`src/rtl/mii_tx_ctrl.sv`:
```
// MII transmit frame controller.
// Sits between the MII TX pin block and the 4B/5B encoder: delimits frames,
// applies jabber protection and sequences isolate entry/exit on nibble
// boundaries so a frame is never joined or truncated without being flagged.
// All state advances only on cycles where the nibble strobe ce is high; every
// output is registered, so responses appear one clk after the ce that caused them.
module mii_tx_ctrl #(
  parameter int unsigned JABBER_NIBBLES = 4096,
  parameter int unsigned UNJAB_NIBBLES  = 24
) (
  input  logic       clk,
  input  logic       rst_n,
  input  logic       isolate_req,
  input  logic       ce,
  input  logic       enable,
  input  logic       err,
  input  logic [3:0] data,
  output logic       isolate,
  output logic       tx_valid,
  output logic [3:0] tx_data,
  output logic       tx_err,
  output logic       tx_sof,
  output logic       tx_eof,
  output logic       jabber,
  input  logic       jabber_clr
);

  // One counter serves both the in-frame nibble count and the jabber idle
  // count; it is sized for the larger of the two limits.
  localparam int unsigned MaxLim =
      (JABBER_NIBBLES > UNJAB_NIBBLES) ? JABBER_NIBBLES : UNJAB_NIBBLES;
  localparam int unsigned CntW   = $clog2(MaxLim + 1);

  localparam logic [CntW-1:0] CntMax   = {CntW{1'b1}};
  localparam logic [CntW-1:0] JabLim   = CntW'(JABBER_NIBBLES);
  localparam logic [CntW-1:0] UnjabLim = CntW'(UNJAB_NIBBLES);

  typedef enum logic [2:0] {
    StIsolated = 3'd0,
    StSync     = 3'd1,
    StIdle     = 3'd2,
    StFrame    = 3'd3,
    StJabber   = 3'd4
  } state_e;

  state_e          state_q, state_d;
  logic [CntW-1:0] cnt_q, cnt_d;
  logic [CntW-1:0] cnt_inc;
  logic            isolate_q, isolate_d;
  logic            valid_q, valid_d;
  logic [3:0]      data_q, data_d;
  logic            err_q, err_d;
  logic            sof_q, sof_d;
  logic            eof_q, eof_d;
  logic            jabber_q, jabber_d;

  // Saturating increment shared by both counting uses.
  assign cnt_inc = (cnt_q == CntMax) ? cnt_q : cnt_q + 1'b1;

  // Next-state, counter and registered-output decode.
  always_comb begin
    state_d  = state_q;
    cnt_d    = cnt_q;
    valid_d  = 1'b0;
    sof_d    = 1'b0;
    eof_d    = 1'b0;
    err_d    = 1'b0;
    data_d   = data_q;
    // Clear works every clk; a trip below overrides it (set wins).
    jabber_d = jabber_clr ? 1'b0 : jabber_q;

    if (ce) begin
      if ((state_q != StIsolated) && isolate_req) begin
        // Isolate takes priority; an open frame is closed and flagged.
        state_d = StIsolated;
        cnt_d   = '0;
        if (state_q == StFrame) begin
          eof_d = 1'b1;
          err_d = 1'b1;
        end
      end else begin
        unique case (state_q)
          StIsolated: begin
            if (!isolate_req) begin
              state_d = StSync;
              cnt_d   = '0;
            end
          end
          StSync: begin
            // Never start mid-frame: wait for a nibble time with TX_EN low.
            if (!enable) begin
              state_d = StIdle;
              cnt_d   = '0;
            end
          end
          StIdle: begin
            if (enable) begin
              state_d = StFrame;
              cnt_d   = CntW'(1);
              valid_d = 1'b1;
              sof_d   = 1'b1;
              data_d  = data;
              err_d   = err;
            end
          end
          StFrame: begin
            if (enable) begin
              if (cnt_inc >= JabLim) begin
                // Jabber trip: this nibble is dropped and the frame closed.
                state_d  = StJabber;
                cnt_d    = '0;
                eof_d    = 1'b1;
                err_d    = 1'b1;
                jabber_d = 1'b1;
              end else begin
                cnt_d   = cnt_inc;
                valid_d = 1'b1;
                data_d  = data;
                err_d   = err;
              end
            end else begin
              state_d = StIdle;
              cnt_d   = '0;
              eof_d   = 1'b1;
            end
          end
          StJabber: begin
            if (enable) begin
              cnt_d = '0;
            end else if (cnt_inc >= UnjabLim) begin
              state_d = StIdle;
              cnt_d   = '0;
            end else begin
              cnt_d = cnt_inc;
            end
          end
          default: begin
            state_d = StIsolated;
            cnt_d   = '0;
          end
        endcase
      end
    end

    isolate_d = (state_d == StIsolated);
  end

  // State, counter and output registers.
  always_ff @(posedge clk or negedge rst_n) begin
    if (!rst_n) begin
      state_q   <= StIsolated;
      cnt_q     <= '0;
      isolate_q <= 1'b1;
      valid_q   <= 1'b0;
      data_q    <= 4'h0;
      err_q     <= 1'b0;
      sof_q     <= 1'b0;
      eof_q     <= 1'b0;
      jabber_q  <= 1'b0;
    end else begin
      state_q   <= state_d;
      cnt_q     <= cnt_d;
      isolate_q <= isolate_d;
      valid_q   <= valid_d;
      data_q    <= data_d;
      err_q     <= err_d;
      sof_q     <= sof_d;
      eof_q     <= eof_d;
      jabber_q  <= jabber_d;
    end
  end

  assign isolate  = isolate_q;
  assign tx_valid = valid_q;
  assign tx_data  = data_q;
  assign tx_err   = err_q;
  assign tx_sof   = sof_q;
  assign tx_eof   = eof_q;
  assign jabber   = jabber_q;

endmodule

```
`config.mk`:
```
export PLATFORM = sky130hd
export DESIGN_NAME = mii_tx_ctrl
export DESIGN_NICKNAME = d
export VERILOG_FILES = /design/src/rtl/mii_tx_ctrl.sv
export SDC_FILE = /design/constraint.sdc
export NUM_CORES = 1
export LEC_CHECK = 0
export BUFFER_PORTS_ARGS = -buffer_cell sky130_fd_sc_hd__clkbuf_2
export CAP_MARGIN = 20
export CORE_AREA = 2 2 79 81
export CTS_BUF_LIST = sky130_fd_sc_hd__clkbuf_8 sky130_fd_sc_hd__clkbuf_16
export DETAILED_ROUTE_END_ITERATION = 8
export DIE_AREA = 0 0 81 83
export MAX_ROUTING_LAYER = met4
export PLACE_DENSITY = 0.47
export SYNTH_ARGS = -nofsm -noshare
export SYNTH_HDL_FRONTEND = slang
export SYNTH_SLANG_ARGS = --single-unit
export TNS_END_PERCENT = 20
```
`constraint.sdc`:
```
create_clock -name clk -period 2.3 [get_ports clk]
set_input_delay 0 -clock clk [delete_from_list [all_inputs] [get_ports clk]]
set_output_delay 0 -clock clk [all_outputs]
set_load 0.01 [all_outputs]
```
* Word-level counts from Yosys, hierarchy flattened
Index checks and enable logic that the tools add are counted.
** Operators by class
- Add/sub/neg operators :: 1
- Order comparisons :: 2
- Equal/unequal tests :: 11
- Mux-type cells :: 51
- Bitwise operators :: 1
- Reductions and logical operators :: 7
** Operators with widths (number)
- 13-bit 2-to-1 mux :: 9
- 13-bit case mux with 5 select lines :: 1
- 3-bit 2-to-1 mux :: 9
- 1-bit 2-to-1 mux :: 25
- 3-bit case mux with 5 select lines :: 1
- 13-bit by 1-bit adder with 13-bit output, second input constant :: 1
- 13-bit equality test, second input constant :: 1
- 13-bit >= comparator, second input constant :: 1
- 13-bit by 5-bit >= comparator with 1-bit output, second input constant :: 1
- 4-bit 2-to-1 mux :: 3
- 3-bit != test, second input constant :: 3
- 4-bit case mux with 2 select lines :: 1
- 3-bit by 2-bit equality test with 1-bit output, second input constant :: 2
- 3-bit zero test :: 2
- 2-bit != test, second input constant :: 3
- 6-bit AND reduction :: 1
- 1-bit case mux with 2 select lines :: 2
- 4-bit AND reduction :: 1
- 3-bit by 1-bit equality test with 1-bit output, second input constant :: 1
- 3-bit equality test, second input constant :: 1
- 3-bit nonzero test :: 1
- 2-bit nonzero test :: 1
- 1-bit logical AND :: 1
- 1-bit NOT :: 1
** Word-level totals
- Register bits after elaboration :: 26
- Input bits :: 11
- Output and inout port bits :: 10
- Word-level logic and storage cells :: 82

* Depth between registers and ports, before layout
Gate-level depths: netlist of run 1.
- Word-level depth :: 9
- Gate-level depth with buffers :: 10
- Gate-level depth less buffers :: 8

* Least setup slack after synthesis of run 1
No wires, ideal clock.
- Path kind :: reg2reg
- Start point :: reg cnt_q[0]
- End point :: reg data_q[0] (netlist: tx_data[0])
- Setup time :: 125 ps
- Arrival time :: 2174 ps
- Required time :: 2175 ps
- Path slack :: 1 ps
- Stages on the path, launching flop included :: 9
- Buffers on the path :: 2
- Period minus slack after synthesis :: 2299 ps
- Cells stage by stage :: dfrtp_1 > ha_1 > and3_1 > buf_4 > and2_1 > buf_2 > a21o_1 > a21oi_1 > mux2_2
** On the way
- Word-level cells in the longest chain between the ends :: 5
- Elaborated cells on any way between the ends :: 6
- Classes of those cells :: 1 x add/sub; 1 x order compare; 2 x eq/ne; 1 x mux; 1 x reduce/logical
** Ends and longest elaborated chain
- from (decl) :: line 47 : logic [CntW-1:0] cnt_q, cnt_d;
- from (signal assigned) :: line 162 : cnt_q <= cnt_d;
- 13-bit by 1-bit adder with 13-bit output / 13-bit equality test (equally long branches) :: line 58 : assign cnt_inc = (cnt_q == CntMax) ? cnt_q : cnt_q + 1'b1;
- 13-bit 2-to-1 mux * :: line 58
- 13-bit >= comparator * :: line 108 : if (cnt_inc >= JabLim) begin
- 2-bit != test (no source line) *
- 6-bit AND reduction (no source line) *
- to (signal assigned) :: line 165 : data_q <= data_d;
- to (decl) :: line 51 : logic [3:0] data_q, data_d;
Every way passes the cells marked *; elsewhere a longest branch is shown, timed or not.
A chain may end at the register's enable or synchronous reset.

* Final worst setup path of run 1
- Start point :: reg cnt_q[0]
- End point :: reg cnt_q[9]
** On the way
- Word-level cells in the longest chain between the ends :: 7
- Elaborated cells on any way between the ends :: 11
- Classes of those cells :: 1 x add/sub; 2 x order compare; 1 x eq/ne; 7 x mux
** Ends and longest elaborated chain
- 13-bit by 1-bit adder with 13-bit output / 13-bit equality test (equally long branches) :: line 58
- 13-bit 2-to-1 mux * :: line 58
- 13-bit by 5-bit >= comparator with 1-bit output / 13-bit >= comparator (equally long branches) :: line 130, 108
- 13-bit 2-to-1 mux (on tied branches) :: line 130, 108
- 13-bit 2-to-1 mux (on tied branches) :: line 128, 107
- 13-bit case mux with 5 select lines * :: line 82 : unique case (state_q)
- 13-bit 2-to-1 mux * :: line 73 : if ((state_q != StIsolated) && isolate_req) begin
Marked as above.

==> metrics.md, run 1 <==
| Metric | Value |
|---|---|
| Share of the synthesized area in the top cell type | `36.8%` |
| Register area share after synthesis | `38.3%` |
| Final Hold Vio Count | `0` |
| Commonest cells after routing, fill and taps aside | `dfrtp_1, clkbuf_2, nand2_1, o21ai_0` |
| Total Routing Usage GR | `13.3%` |
| Most common cell after layout, fill and taps aside | `dfrtp_1` |
| CP startpoint | `cnt_q[0]` |
| Maximum vdd drop | `0.389 mV` |
| Yosys Warn Count | `0` |
| Pwr/cell area | `647 nW/µm²` |
| Inserted Clock Buffers | `3` |
| Syn avg cell area | `9.05 µm²` |
| Gate Count Post-Synth | `188` |
| # rows | `28` |
| Synth top area cells | `dfrtp_1, o21ai_0, nand2_1, nand3_1, mux2_2` |
| Mapped Area | `1700 µm²` |
| Final total power | `1320 µW` |
| Leakage power | `0.000881 µW` |
| Ys async rst share | `100%` |
| Post-synth EDFFs | `0` |
| CP Max Fanout | `8` |
| WP data required | `2.48 ns` |
| Routed wire per std cell | `14.2 µm` |
| DIE AREA | `6720 µm²` |
| Synth area leader | `dfrtp_1` |
| Non-filler instance count after layout | `293` |
| Measured slew at the worst slew-check pin | `0.668 ns` |
| Status | `completed` |
| Worst Path Arrival | `2.39 ns` |
| R2r endpoint | `cnt_q[9]` |
| Vias in the first global route | `1,452` |
| Antenna Cells | `0` |
| Initial antenna violation count | `0` |
| #FFs+latches synth | `26` |
| Post-layout instance area | `2040 µm²` |
| R2R depth | `8` |
| Post-DP Area | `1890 µm²` |
| Max Slew Vio Count | `0` |
| Layout Skew | `0.00493 ns` |
| First-pass GRT wire length | `7060 µm` |
| Most used DFF post-synth | `dfrtp_1` |
| Placed Cells | `283` |
| Max_cap viols | `0` |
| Min-delay worst type | `primary input to register` |
| Net Sw Frac | `29.2%` |
| Reg2reg setup slack | `0.1 ns` |
| Die height | `83 µm` |
| Bufs on Longest Clock Path | `2` |
| Clock power share | `29.1%` |
| Crit path max-delay family | `simple AND/OR/NAND/NOR gates` |
| Setup Viol. Count Final | `0` |
| Logic gate share of total power | `28.3%` |
| Worst relative slew slack | `55.5%` |
| RSZ-0062 raised after global routing | `no` |
| Root Buffer | `clkbuf_8` |
| First DRT Iteration DRCs | `133` |
| Util after Layout | `35.0%` |
| Filler instances | `634` |
| Final min period | `2.20 ns` |
| Synth-to-Final Area Change | `19.8%` |
| Drt total wl | `4160 µm` |
| # DRC | `0` |
| Port-buffer cells | `20` |
| DR pass1 iterations | `4` |
| Period Utilization, post-route | `95.8%` |
| CTS tree | `yes` |
| Final ANT Viol Nets | `0` |
| Reg power frac | `42.6%` |
| Via count | `1,543` |
| Worst path max stage delay | `0.46 ns` |
| Via-to-Cell Ratio | `5.27` |
| I/O Pins | `21` |
| Crit path launch type | `register` |
| Bufs and invs on worst path | `0` |
| Slowest cell on the critical path | `dfrtp_2` |
| Crit end category | `register` |
| Reg clk slew, reported paths | `0.10 ns` |
| CP Depth | `8` |
| Core footprint | `5820 µm²` |
| Maximum clock frequency | `454 MHz` |
| Distinct cells, synth | `57` |
| Setup TNS Final | `0 ns` |
| H-Tree Depth | `1` |
| Gr ovfl total | `0` |
| Critical Path End | `cnt_q[9]` |
| GPL Wtd Cong | `0.948` |
| Mapped Nets | `200` |
| WS Path Type | `register to register` |
| Critical R2R Launch | `cnt_q[0]` |
| Int Pwr | `933 µW` |
| Net Sw Power | `385 µW` |
| Post-detail-place hpwl | `3080 µm` |
| Final #Nets | `231` |
| Layout cells sized above 1 | `30.3%` |
| Starting Density | `29.3%` |
| Crit path cell chain | `ha_2, and3_2, a31oi_1, a31o_2, nand4_1, and4bb_4, o21ai_4, o31ai_1` |
| Clk Latency, worst-skew pair | `0.27 ns` |
| Clock sink total | `26` |
| Largest net degree at the start of global routing | `27` |
| Die W | `81 µm` |
[synthesized netlist by cell type (3+ instances only)]
cell / n
dfrtp_1: 25
nand2_1: 19
o21ai_0: 17
nor2_1: 12
nand3_1: 9
a21oi_1: 8
inv_1: 7
a31oi_1: 6
buf_4: 5
a21o_1: 4
mux2_2: 4
nand4_1: 4
nor2b_1: 4
o21ai_1: 4
a31o_2: 3
and2_1: 3
and4_1: 3
[power groups by stage]
stage / Clock, µW / Sequential [µW] / Combinational [µW]
after floorplan: 0 / 594 / 201
after global placement: 0 / 571 / 369
after detailed placement: 0 / 570 / 368
after CTS: 399 / 561 / 377
after global routing: 417 / 571 / 413
final: 383 / 561 / 374
[worst min-delay path: stages]
cell	delay, ns
clkbuf_2	0.08
a32oi_1	0.08
nor2_1	0.07
[stage by stage]
stage / hold WS, ns / setup WS (ns)
2_1_floorplan: -0.296 / 0.00105
3_3_place_gp: 0.0762 / 0.0430
3_5_place_dp: 0.0784 / 0.0815
4_1_cts: 0.00744 / 0.0587
5_1_grt: 0.0177 / 0.0152
6_report: 0.00181 / 0.0962
[routing by layer]
metal	track usage, %	part of all wire, %	up-vias
met5	-	0	-
met4	3.70	1.7	0
met3	1.63	3.8	7
met2	20.0	47	41
met1	18.9	48	733
li1	-	-	762
[area by class of cell]
cell class	instances	area, µm²	share of cell area (%)
Clock buffer	3	41.3	2.03
Clock inverter	1	30.0	1.47
Inverter	7	26.3	1.29
Multi-Input combinational cell	143	941	46.2
Sequential cell	26	656	32.2
Tap cell	75	93.8	4.60
Timing Repair Buffer	38	250	12.3
[worst min path at each step]
stage	slack (ns)	cells past startpoint	to	start
after floorplan	-0.30	0	cnt_q[0]	rst_n
after global placement	0.08	1	cnt_q[2]	rst_n
after detailed placement	0.08	1	cnt_q[2]	rst_n
after CTS	0.007	3	tx_err	err
after global routing	0.02	3	tx_err	err
final	0.002	3	tx_err	err
[sequential cells by signal, indices dropped and copies added, names as in the netlist]
signal,flops
isolate,1
tx_err,1
jabber,1
tx_valid,1
cnt_q,13
tx_sof,1
tx_data,4
state_q,3
tx_eof,1
[timing repair]
action,in CTS,in global routing
hold buffers,6,0
endpoints found under the hold margin,30,0
endpoints found under the setup margin,0,13
buffers inserted,0,0
gates resized for setup,0,11
[cell families after synthesis]
group	Yosys count	synth area share, %
adders and majority gates	1	0.735
buffers and inverters	19	6.91
xor gates and xnor gates	2	1.03
AOI/OAI and AO/OA	64	27.1
DFF	26	38.3
muxes	4	2.65
and+or+nand+nor	72	23.3
(Power assumes the default switching activity.)
==> run 2: changes to the inputs <==
- CORE_AREA: 2 2 79 81 -> 2 2 88 73
- DIE_AREA: 0 0 81 83 -> 0 0 90 75
==> metrics.md, run 2 (synthesis gave the netlist of run 1 again) <==
| Metric | Value |
|---|---|
| Status | `completed` |
| Logic gate share of total power | `29.3%` |
| Core footprint | `5820 µm²` |
| Area of the multi-input gates | `955 µm²` |
| Worst path max stage delay | `0.49 ns` |
| Initial antenna violation count | `0` |
| Filler instances | `614` |
| Maximum vdd drop | `0.261 mV` |
| Largest net degree at the start of global routing | `27` |
| Gr ovfl total | `0` |
| Root Buffer | `clkbuf_8` |
| Bufs on Longest Clock Path | `2` |
| # rows | `25` |
| Measured slew at the worst slew-check pin | `0.671 ns` |
| Crit path max-delay family | `simple AND/OR/NAND/NOR gates` |
| Non-filler instance count after layout | `304` |
| WHS | `0.0312 ns` |
| Synth-to-Final Area Change | `24.0%` |
| Worst relative slew slack | `55.3%` |
| Post-detail-place hpwl | `3180 µm` |
| Min-Delay Path Depth | `3` |
| Net Sw Frac | `29.7%` |
| First-pass GRT wire length | `7060 µm` |
| CTS tree | `yes` |
| Slowest cell on the critical path | `dfrtp_1` |
| # DRC | `0` |
| I/O Pins | `21` |
| Clock sink total | `26` |
| Max Slew Vio Count | `0` |
| Reg power frac | `41.7%` |
| Register area | `654 µm²` |
| DR pass1 iterations | `4` |
| Routed wire per std cell | `14.5 µm` |
| Final min period | `2.19 ns` |
| H-Tree Depth | `1` |
| Reg2reg setup slack | `0.11 ns` |
| Post-route setup slack | `0.110 ns` |
| Final ANT Viol Nets | `0` |
| Setup Viol. Count Final | `0` |
| Starting Density | `29.2%` |
| Top reg by flops | `cnt_q` |
| Max reg flops | `13` |
| Most common cell after layout, fill and taps aside | `dfrtp_1` |
| DIE AREA | `6750 µm²` |
| Reg clk slew, reported paths | `0.10 ns` |
| Crit end category | `register` |
| Via-to-Cell Ratio | `5.04` |
| First DRT Iteration DRCs | `128` |
| Port-buffer cells | `20` |
| Setup TNS Final | `0 ns` |
| R2R depth | `8` |
| Inserted Clock Buffers | `3` |
| Bufs and invs on worst path | `1` |
| Post-layout instance area | `2110 µm²` |
| Crit path cell chain | `and4_4, nand2_2, a2111oi_4, o211ai_2, and4bb_4, buf_12, o211ai_1, a22oi_1` |
| Crit path launch type | `register` |
| Via count | `1,533` |
| Period Utilization, post-route | `95.2%` |
| Commonest cells after routing, fill and taps aside | `dfrtp_1, clkbuf_2, nand2_1, o21ai_0, buf_4` |
| Critical R2R Launch | `cnt_q[2]` |
| Clock power share | `29.0%` |
| WS Path Type | `register to register` |
| GPL Wtd Cong | `0.943` |
| Post-DP Area | `1910 µm²` |
| Final Hold Vio Count | `0` |
| Total Routing Usage GR | `13.6%` |
| Placed Cells | `290` |
| Net Sw Power | `395 µW` |
| Antenna Cells | `0` |
| Place WS | `0.0697 ns` |
| Clk Latency, worst-skew pair | `0.28 ns` |
| Final #Nets | `236` |
| Leakage power | `0.000916 µW` |
| CP Max Fanout | `8` |
| Max_cap viols | `0` |
| Vias in the first global route | `1,349` |
| R2r endpoint | `cnt_q[4]` |
| Layout Skew | `0.00737 ns` |
| Hold wc startpoint | `ce` |
| Die W | `90 µm` |
| Worst Path Arrival | `2.38 ns` |
| Layout cells sized above 1 | `31.4%` |
| Die height | `75 µm` |
| Sink of the worst hold path | `tx_err` |
| Drt total wl | `4410 µm` |
| Pwr/cell area | `631 nW/µm²` |
| Maximum clock frequency | `457 MHz` |
| Min-delay worst type | `primary input to register` |
| Int Pwr | `936 µW` |
| WP data required | `2.49 ns` |
run 2: cell types whose count changed in the layout (fill, tap and decap cells not counted), sizes merged:
cell	change
dlygate4sd3	+1
buf	+4
run 2: timing repair:
action	4_1_cts	5_1_grt
hold buffers	7	0
setup endpoints to repair	0	13
resized for setup	0	8
setup buffers	0	3
hold endpoints to repair	31	0
run 2: worst max path at each step:
stage | startpoint | to | depth (start not counted)
final | cnt_q[2] | cnt_q[4] | 8
after global routing | cnt_q[0] | cnt_q[4] | 9
after CTS | cnt_q[4] | cnt_q[9] | 7
after detailed placement | cnt_q[4] | cnt_q[6] | 7
after global placement | cnt_q[4] | cnt_q[6] | 7
after floorplan | cnt_q[0] | tx_data[0] | 8
run 2: metal layers:
layer | vias to the layer above | wire, µm | GRT usage (%) | share of wire (%)
li1 | 771 | - | - | -
met1 | 702 | 2310 | 20.0 | 52
met2 | 58 | 1800 | 19.0 | 41
met3 | 2 | 269 | 2.50 | 6.1
met4 | 0 | 34 | 3.76 | 0.77
met5 | - | 0 | - | 0
run 2: power groups by stage:
stage | Clock, µW | Sequential (µW) | Combinational [µW]
2_1_floorplan | 0 | 594 | 201
4_1_cts | 400 | 555 | 388
6_report | 386 | 555 | 390
3_3_place_gp | 0 | 562 | 381
3_5_place_dp | 0 | 563 | 377
5_1_grt | 414 | 565 | 433
run 2: cell type report:
type,instances,share of cell area [%]
inverters,7,1.24
clock buffers,3,1.96
well taps,81,4.80
multi-input cells,143,45.2
clock inverters,1,1.42
flip-flops and latches,26,31.0
repair buffers,43,14.3
run 2: stage by stage:
| step | power, µW | util (%) |
|---|---|---|
| after floorplan | 795 | - |
| final | 1330 | 36.3 |
| after CTS | 1340 | 35.2 |
| after global routing | 1410 | 36.3 |
| after global placement | 943 | 32.8 |
| after detailed placement | 940 | 32.8 |
run 2: worst min-delay path: cells and delay by family:
kind,cells,cell delay (ns)
AND/OR/NAND/NOR,2,0.13
buffers and inverters,1,0.15
